**src/rtl/lfsr_ranged.sv**
```systemverilog
// Parametrised Fibonacci LFSR with runtime reseed, plus a request/response port
// returning values in [0, bound) by bounded rejection sampling.
//   state | meaning
//   IDLE  | ready for a request
//   DRAW  | testing candidates, LFSR steps every cycle
//   DONE  | result held until the consumer accepts it
module lfsr_ranged #(
  parameter int unsigned      WIDTH     = 16,
  parameter logic [WIDTH-1:0] TAPS      = 16'hD008,
  parameter logic [WIDTH-1:0] SEED      = {{(WIDTH-1){1'b0}}, 1'b1},
  parameter int unsigned      MAX_TRIES = 8
) (
  input  logic             clk_i,
  input  logic             rst_i,
  input  logic             next_i,
  input  logic             seed_valid_i,
  input  logic [WIDTH-1:0] seed_i,
  output logic [WIDTH-1:0] rand_o,
  input  logic             req_valid_i,
  output logic             req_ready_o,
  input  logic [WIDTH-1:0] bound_i,
  output logic             resp_valid_o,
  input  logic             resp_ready_i,
  output logic [WIDTH-1:0] resp_data_o
);

  localparam int unsigned TW = (MAX_TRIES > 1) ? $clog2(MAX_TRIES) : 1;

  if (SEED == '0) begin : g_seed_chk
    $error("lfsr_ranged: SEED must be nonzero");
  end
  if (WIDTH < 4) begin : g_width_chk
    $error("lfsr_ranged: WIDTH must be at least 4");
  end
  if (MAX_TRIES < 1) begin : g_tries_chk
    $error("lfsr_ranged: MAX_TRIES must be at least 1");
  end

  typedef enum logic [1:0] {IDLE, DRAW, DONE} fsm_t;

  fsm_t             fsm, fsm_next;
  logic [WIDTH-1:0] state, step;
  logic [WIDTH-1:0] bnd, bnd_next;
  logic [WIDTH-1:0] mask, mask_next;
  logic [WIDTH-1:0] data, data_next;
  logic [WIDTH-1:0] bnd_m1, req_mask, cand;
  logic [TW-1:0]    tries, tries_next;

  assign step = {state[WIDTH-2:0], ^(state & TAPS)};

  // A zero state can never leave zero on its own, so it is forced back to SEED.
  always_ff @(posedge clk_i or posedge rst_i) begin
    if (rst_i) begin
      state <= SEED;
    end else if (state == '0) begin
      state <= SEED;
    end else if (seed_valid_i) begin
      state <= (seed_i == '0) ? SEED : seed_i;
    end else if (next_i || fsm == DRAW) begin
      state <= step;
    end
  end

  // Smear bound-1 rightwards to get the smallest 2^k-1 covering it.
  always_comb begin
    bnd_m1   = bound_i - WIDTH'(1);
    req_mask = bnd_m1;
    for (int i = 1; i < int'(WIDTH); i++) begin
      req_mask = req_mask | (bnd_m1 >> i);
    end
    if (bound_i == '0) begin
      req_mask = '1;
    end
  end

  assign cand = state & mask;

  always_comb begin
    fsm_next     = fsm;
    bnd_next     = bnd;
    mask_next    = mask;
    tries_next   = tries;
    data_next    = data;
    req_ready_o  = 1'b0;
    resp_valid_o = 1'b0;
    case (fsm)
      IDLE: begin
        req_ready_o = 1'b1;
        if (req_valid_i) begin
          bnd_next   = bound_i;
          mask_next  = req_mask;
          tries_next = '0;
          fsm_next   = DRAW;
        end
      end
      DRAW: begin
        if (bnd == '0 || cand < bnd) begin
          data_next = cand;
          fsm_next  = DONE;
        end else if (tries == TW'(MAX_TRIES - 1)) begin
          // cand <= mask < 2*bnd, so one subtraction lands inside the range
          data_next = cand - bnd;
          fsm_next  = DONE;
        end else begin
          tries_next = tries + TW'(1);
        end
      end
      DONE: begin
        resp_valid_o = 1'b1;
        if (resp_ready_i) begin
          fsm_next = IDLE;
        end
      end
      default: fsm_next = IDLE;
    endcase
  end

  always_ff @(posedge clk_i or posedge rst_i) begin
    if (rst_i) begin
      fsm   <= IDLE;
      bnd   <= '0;
      mask  <= '0;
      tries <= '0;
      data  <= '0;
    end else begin
      fsm   <= fsm_next;
      bnd   <= bnd_next;
      mask  <= mask_next;
      tries <= tries_next;
      data  <= data_next;
    end
  end

  assign rand_o      = state;
  assign resp_data_o = data;

endmodule

```
**config.mk**
```make
export PLATFORM = sky130hd
export DESIGN_NAME = lfsr_ranged
export DESIGN_NICKNAME = d
export VERILOG_FILES = /design/src/rtl/lfsr_ranged.sv
export SDC_FILE = /design/constraint.sdc
export NUM_CORES = 1
export LEC_CHECK = 0
export ABC_CLOCK_PERIOD_IN_PS = 2700
export CAP_MARGIN = 30
export CORE_MARGIN = 2
export CORE_UTILIZATION = 50
export CTS_CLUSTER_DIAMETER = 80
export DETAILED_ROUTE_END_ITERATION = 16
export PLACE_DENSITY_LB_ADDON = 0.1
export SLEW_MARGIN = 20
export SYNTH_ARGS = -nofsm -noshare
export SYNTH_HDL_FRONTEND = slang
export SYNTH_SLANG_ARGS = --single-unit
```
**constraint.sdc**
```tcl
create_clock -name clk_i -period 2.7 [get_ports clk_i]
set_input_delay 0.27 -clock clk_i [delete_from_list [all_inputs] [get_ports clk_i]]
set_output_delay 0.27 -clock clk_i [all_outputs]
set_load 0.05 [all_outputs]
```
==> results by stage <==
Status:
- The flow ran to the end, and the final reports show no timing, DRC or antenna violations.

Global route:
- The number of global-route vias before repair is 4,234.
- The number of antenna violations at the first check in global routing is 0.
- The overall fraction of global-route tracks in use is 27.0%.
- The largest net degree at the start of global routing is 49.
- The first global-routing pass estimated 21,400 um of wire.
- The final global-route overflow total is 0.

Critical path:
- The worst register-to-register path begins at rand_o[2]$_DFFE_PP0P_.
- Together, buffers and inverters on the worst path number 1.
- The worst setup path is captured at a flop.
- In this run the worst setup path begins at rand_o[2]$_DFFE_PP0P_.
- Of all nets on the critical path, the largest fanout is 6.
- The kind of critical path is flop to flop.
- The setup check on the worst reg-to-reg path leaves a slack of 0.02 ns.
- Data arrives at the worst endpoint at 2.91 ns.
- The peak per-stage delay on the critical path is 0.43 ns.
- At the worst endpoint, the required time is 2.93 ns.
- Walking the worst path, the cells encountered are and2_4 -> ha_4 -> nor2b_4 -> o31a_1 -> or4_4 -> a21oi_4 -> buf_6 -> o221ai_2 -> xor2_1 -> a221o_1.
- The worst register-to-register path ends at resp_data_o[14]$_DFFE_PP0P_.
- The largest individual stage delay along the critical path comes from the cell sky130_fd_sc_hd__or4_4.
- For the worst flop-to-flop path, the logic depth is 10.
- The critical path's top delay family is compound AO/OA/AOI/OAI gates.
- The worst setup path is launched from a flop.

Timing:
- The maximum clock skew at final layout is 0.0125 ns.
- The worst pin sits at a relative slew slack of 50.8%.
- The count of final setup violators is 0.
- The max-slew violation total from the final report is 0.
- Setup repair after global routing could not meet its margin everywhere.
- The fmax is 0.373 GHz.
- Once routing completed, OpenROAD measured the worst setup slack at 0.0174 ns.
- The final-layout worst hold slack is 0.303 ns.
- The final total negative setup slack is 0 ns.
- The final count of hold timing violations is 0.
- After layout, the minimum clock period comes to 2.68 ns.
- The transition time of the tightest slew-check pin is 0.738 ns.
- The post-route fraction of the period consumed by the critical path is 99.4%.

Routing:
- Dividing the detail-routed via count by the number of cells gives 5.80.
- For this run, the detailed router's first-pass iteration total came to 5.
- The post-detailed-route wirelength per cell is 17.4 um.
- The via total after detailed routing is 4,393.
- Summed over all layers, the routed wires come to 13,200 um.
- In the routed design, unresolved DRC markers number 0.
- Once detail routing completed, the nets flagged for antenna violations numbered 0.
- In this run, the number of DRC markers left after iteration 0 of detailed routing was 275.

Yosys:
- Synthesis instantiated 71 different standard cells from the library.
- The number of synthesized flops with an enable pin is 0.
- The register bit total from synthesis is 69.
- The synthesized design spends more area on one cell type than any other, namely sky130_fd_sc_hd__dfrtp_1.
- Synthesis produced a netlist whose cell count is 527.
- In this run the mean area of a mapped cell was 8.86 sq um.
- In the post-synthesis netlist, the biggest area contributors are sky130_fd_sc_hd__dfrtp_1 36%, sky130_fd_sc_hd__ha_1 5.9%, sky130_fd_sc_hd__mux2i_1 5.4%, sky130_fd_sc_hd__nor2_1 4.4%, sky130_fd_sc_hd__nand2_1 3.6%.
- By count the netlist is led by 68 x sky130_fd_sc_hd__dfrtp_1, 55 x sky130_fd_sc_hd__nor2_1, 45 x sky130_fd_sc_hd__nand2_1.
- The portion of the post-synthesis area used by sequential elements is 37.0%.
- The number of nets in the synthesized netlist is 588.
- The area share of the leading cell type in the synthesized netlist is 36.5%.
- The leading register cell type out of synthesis is sky130_fd_sc_hd__dfrtp_1.
- The most common cell in the netlist is sky130_fd_sc_hd__dfrtp_1.
- In the synthesized netlist the async set-or-reset flop fraction comes to 100%.
- The number of warnings printed during yosys synthesis is 0.
- After synthesis the cells add up to 4670 sq um.

Power:
- The sequential cell fraction of total power is 20.7%.
- The switching fraction of total power is 46.2%.
- The design internal power is 4330 uW.
- Total power for the finished layout comes to 8040 uW.
- The power share of the combinational group is 68.1%.
- The share of total power dissipated in the clock network is 11.2%.
- For this design the static power due to leakage is 0.00258 uW.
- The power per cell area is 1290 nW/um^2.
- The net switching component of the power is 3710 uW.
- The worst-case IR drop observed on VDD is 0.486 mV.

Final layout:
- The fraction of final layout cells sized beyond drive strength 1 is 17.8%.
- The repair_antennas step left the layout with diodes totalling 0.
- The filler cell count in the final layout is 743.
- The relative area change from synthesis to final layout is 33.3%.
- The flip-flop and latch area is 1740 sq um.
- The final design instance area without fill is 6220 sq um.
- The footprint of the multi-input gates is 2790 sq um.
- In the final design database the tool counted 702 nets.

Die:
- The top-level I/O count is 72.
- The overall die area is 10,100 sq um.
- The die is 101 um wide.
- The region available for standard cell placement spans 9150 sq um.
- The number of core rows is 35.
- The vertical extent of the die is 101 um.
- Once the floorplan was initialized, standard cells occupied 51.0% of the core.

Place:
- The worst slack at placement is -0.0562 ns.
- Summing all placed instances gives a cell area of 5880 sq um.
- The count of input and output buffers is 71.
- The HPWL reported at the end of detailed placement is 10,100 um.
- The routability-driven placement congestion ratio is 0.927.

Clock tree:
- The clock slew at the register clock pins of the worst setup and hold paths is 0.08 ns.
- The H-tree level count is 3.
- No sink is reached through more buffers than the 2 on the longest clock path.
- For the worst-skew pair, the clock arrives at the later sink with an insertion delay of 0.35 ns.
- The number of hold-repair buffers added at the cts stage is 0.
- The clock root buffer is sky130_fd_sc_hd__clkbuf_8.
- TritonCTS built the clock tree.
- The number of clock buffers inserted by TritonCTS is 9.
- The clock net sink count is 69.

Run:
- The tool flagged a number of max-cap violations equal to 0.

Min path:
- The worst min-delay path class is primary input to async pin.
[worst register-to-register path: stages (launching register included)]
cell and delay, ns:
sky130_fd_sc_hd__dfrtp_2 0.41, sky130_fd_sc_hd__and2_4 0.17, sky130_fd_sc_hd__ha_4 0.21, sky130_fd_sc_hd__nor2b_4 0.12
sky130_fd_sc_hd__o31a_1 0.25, sky130_fd_sc_hd__or4_4 0.44, sky130_fd_sc_hd__a21oi_4 0.31, sky130_fd_sc_hd__buf_6 0.15
sky130_fd_sc_hd__o221ai_2 0.08, sky130_fd_sc_hd__xor2_1 0.15, sky130_fd_sc_hd__a221o_1 0.29
[flip-flops by register name (all words and copies together) (netlist names)]
name         count
bnd             16
fsm              2
tries            3
rand_o          16
mask            16
resp_data_o     16
[kinds of logic (layout without fill, tap and decap cells)]
family          Yosys count  after routing  synth area share [%]
mux                      26             26                  5.68
simple gates            199            199                  21.9
fa+ha+maj                23             23                  6.33
buf+inv                  63            181                  5.36
flops                    69             69                  37.0
xor+xnor                 17             17                  3.19
compound gates          130            131                  20.5
[placed cells by master, fill, tap and decap left out, drive strengths merged, types with 6 or more instances in the layout]
| cell | netlist | layout |
|---|---|---|
| clkdlybuf4s50 | 0 | 71 |
| xnor2 | 10 | 10 |
| ha | 22 | 22 |
| nand2b | 8 | 8 |
| o21ai | 36 | 37 |
| a31oi | 12 | 12 |
| nor2 | 55 | 55 |
| a211oi | 19 | 19 |
| dfrtp | 68 | 68 |
| nand4 | 7 | 7 |
| or3 | 6 | 6 |
| and2 | 15 | 15 |
| xor2 | 7 | 7 |
| nor3 | 21 | 21 |
| nand2 | 45 | 45 |
| inv | 33 | 33 |
| a21oi | 14 | 14 |
| nor4 | 16 | 16 |
| clkbuf | 22 | 13 |
| buf | 7 | 60 |
| mux2i | 25 | 25 |
[repair_timing]
| item | CTS | global route |
|---|---|---|
| gates resized for setup | 1 | 8 |
| gates cloned | 1 | 0 |
| setup buffers | 3 | 4 |
| pin swaps | 5 | 7 |
| endpoints found under the setup margin | 13 | 18 |
[metrics by stage]
| step | util [%] | cells |
|---|---|---|
| floorplan | - | 527 |
| global placement | 64.2 | 733 |
| detailed placement | 64.2 | 733 |
| CTS | 67.1 | 753 |
| global route | 68.0 | 757 |
| finish | 68.0 | 757 |
[metal layers]
layer | track usage (%) | up-vias | share of wire [%]
met5 | 0 | - | 0
met4 | 5.90 | 0 | 1.1
met3 | 4.72 | 15 | 4.7
met2 | 44.3 | 149 | 49
met1 | 37.5 | 2095 | 45
li1 | - | 2134 | -
[final cells by class]
cell class	count	area share, %
Sequential cell	69	27.9
Multi-Input combinational cell	396	44.9
Clock inverter	3	0.704
Clock buffer	13	2.71
Timing Repair Buffer	131	19.5
Tap cell	111	2.23
Inverter	34	2.05
[power groups by stage]
stage / sequential (uW) / combinational [uW] / clock [uW]
floorplan: 2320 / 2800 / 0
global placement: 1670 / 4990 / 0
detailed placement: 1680 / 5070 / 0
CTS: 1660 / 5250 / 919
global route: 1710 / 5890 / 964
finish: 1660 / 5480 / 904
[how the worst max path moves through the flow]
stage                                  end  depth (start not counted)
2_1_floorplan  resp_data_o[13]$_DFFE_PP0P_                         11
3_3_place_gp    resp_data_o[7]$_DFFE_PP0P_                         10
3_5_place_dp   resp_data_o[13]$_DFFE_PP0P_                         10
4_1_cts        resp_data_o[14]$_DFFE_PP0P_                         10
5_1_grt        resp_data_o[14]$_DFFE_PP0P_                         11
6_report       resp_data_o[14]$_DFFE_PP0P_                         10
(Power assumes the default switching activity.)
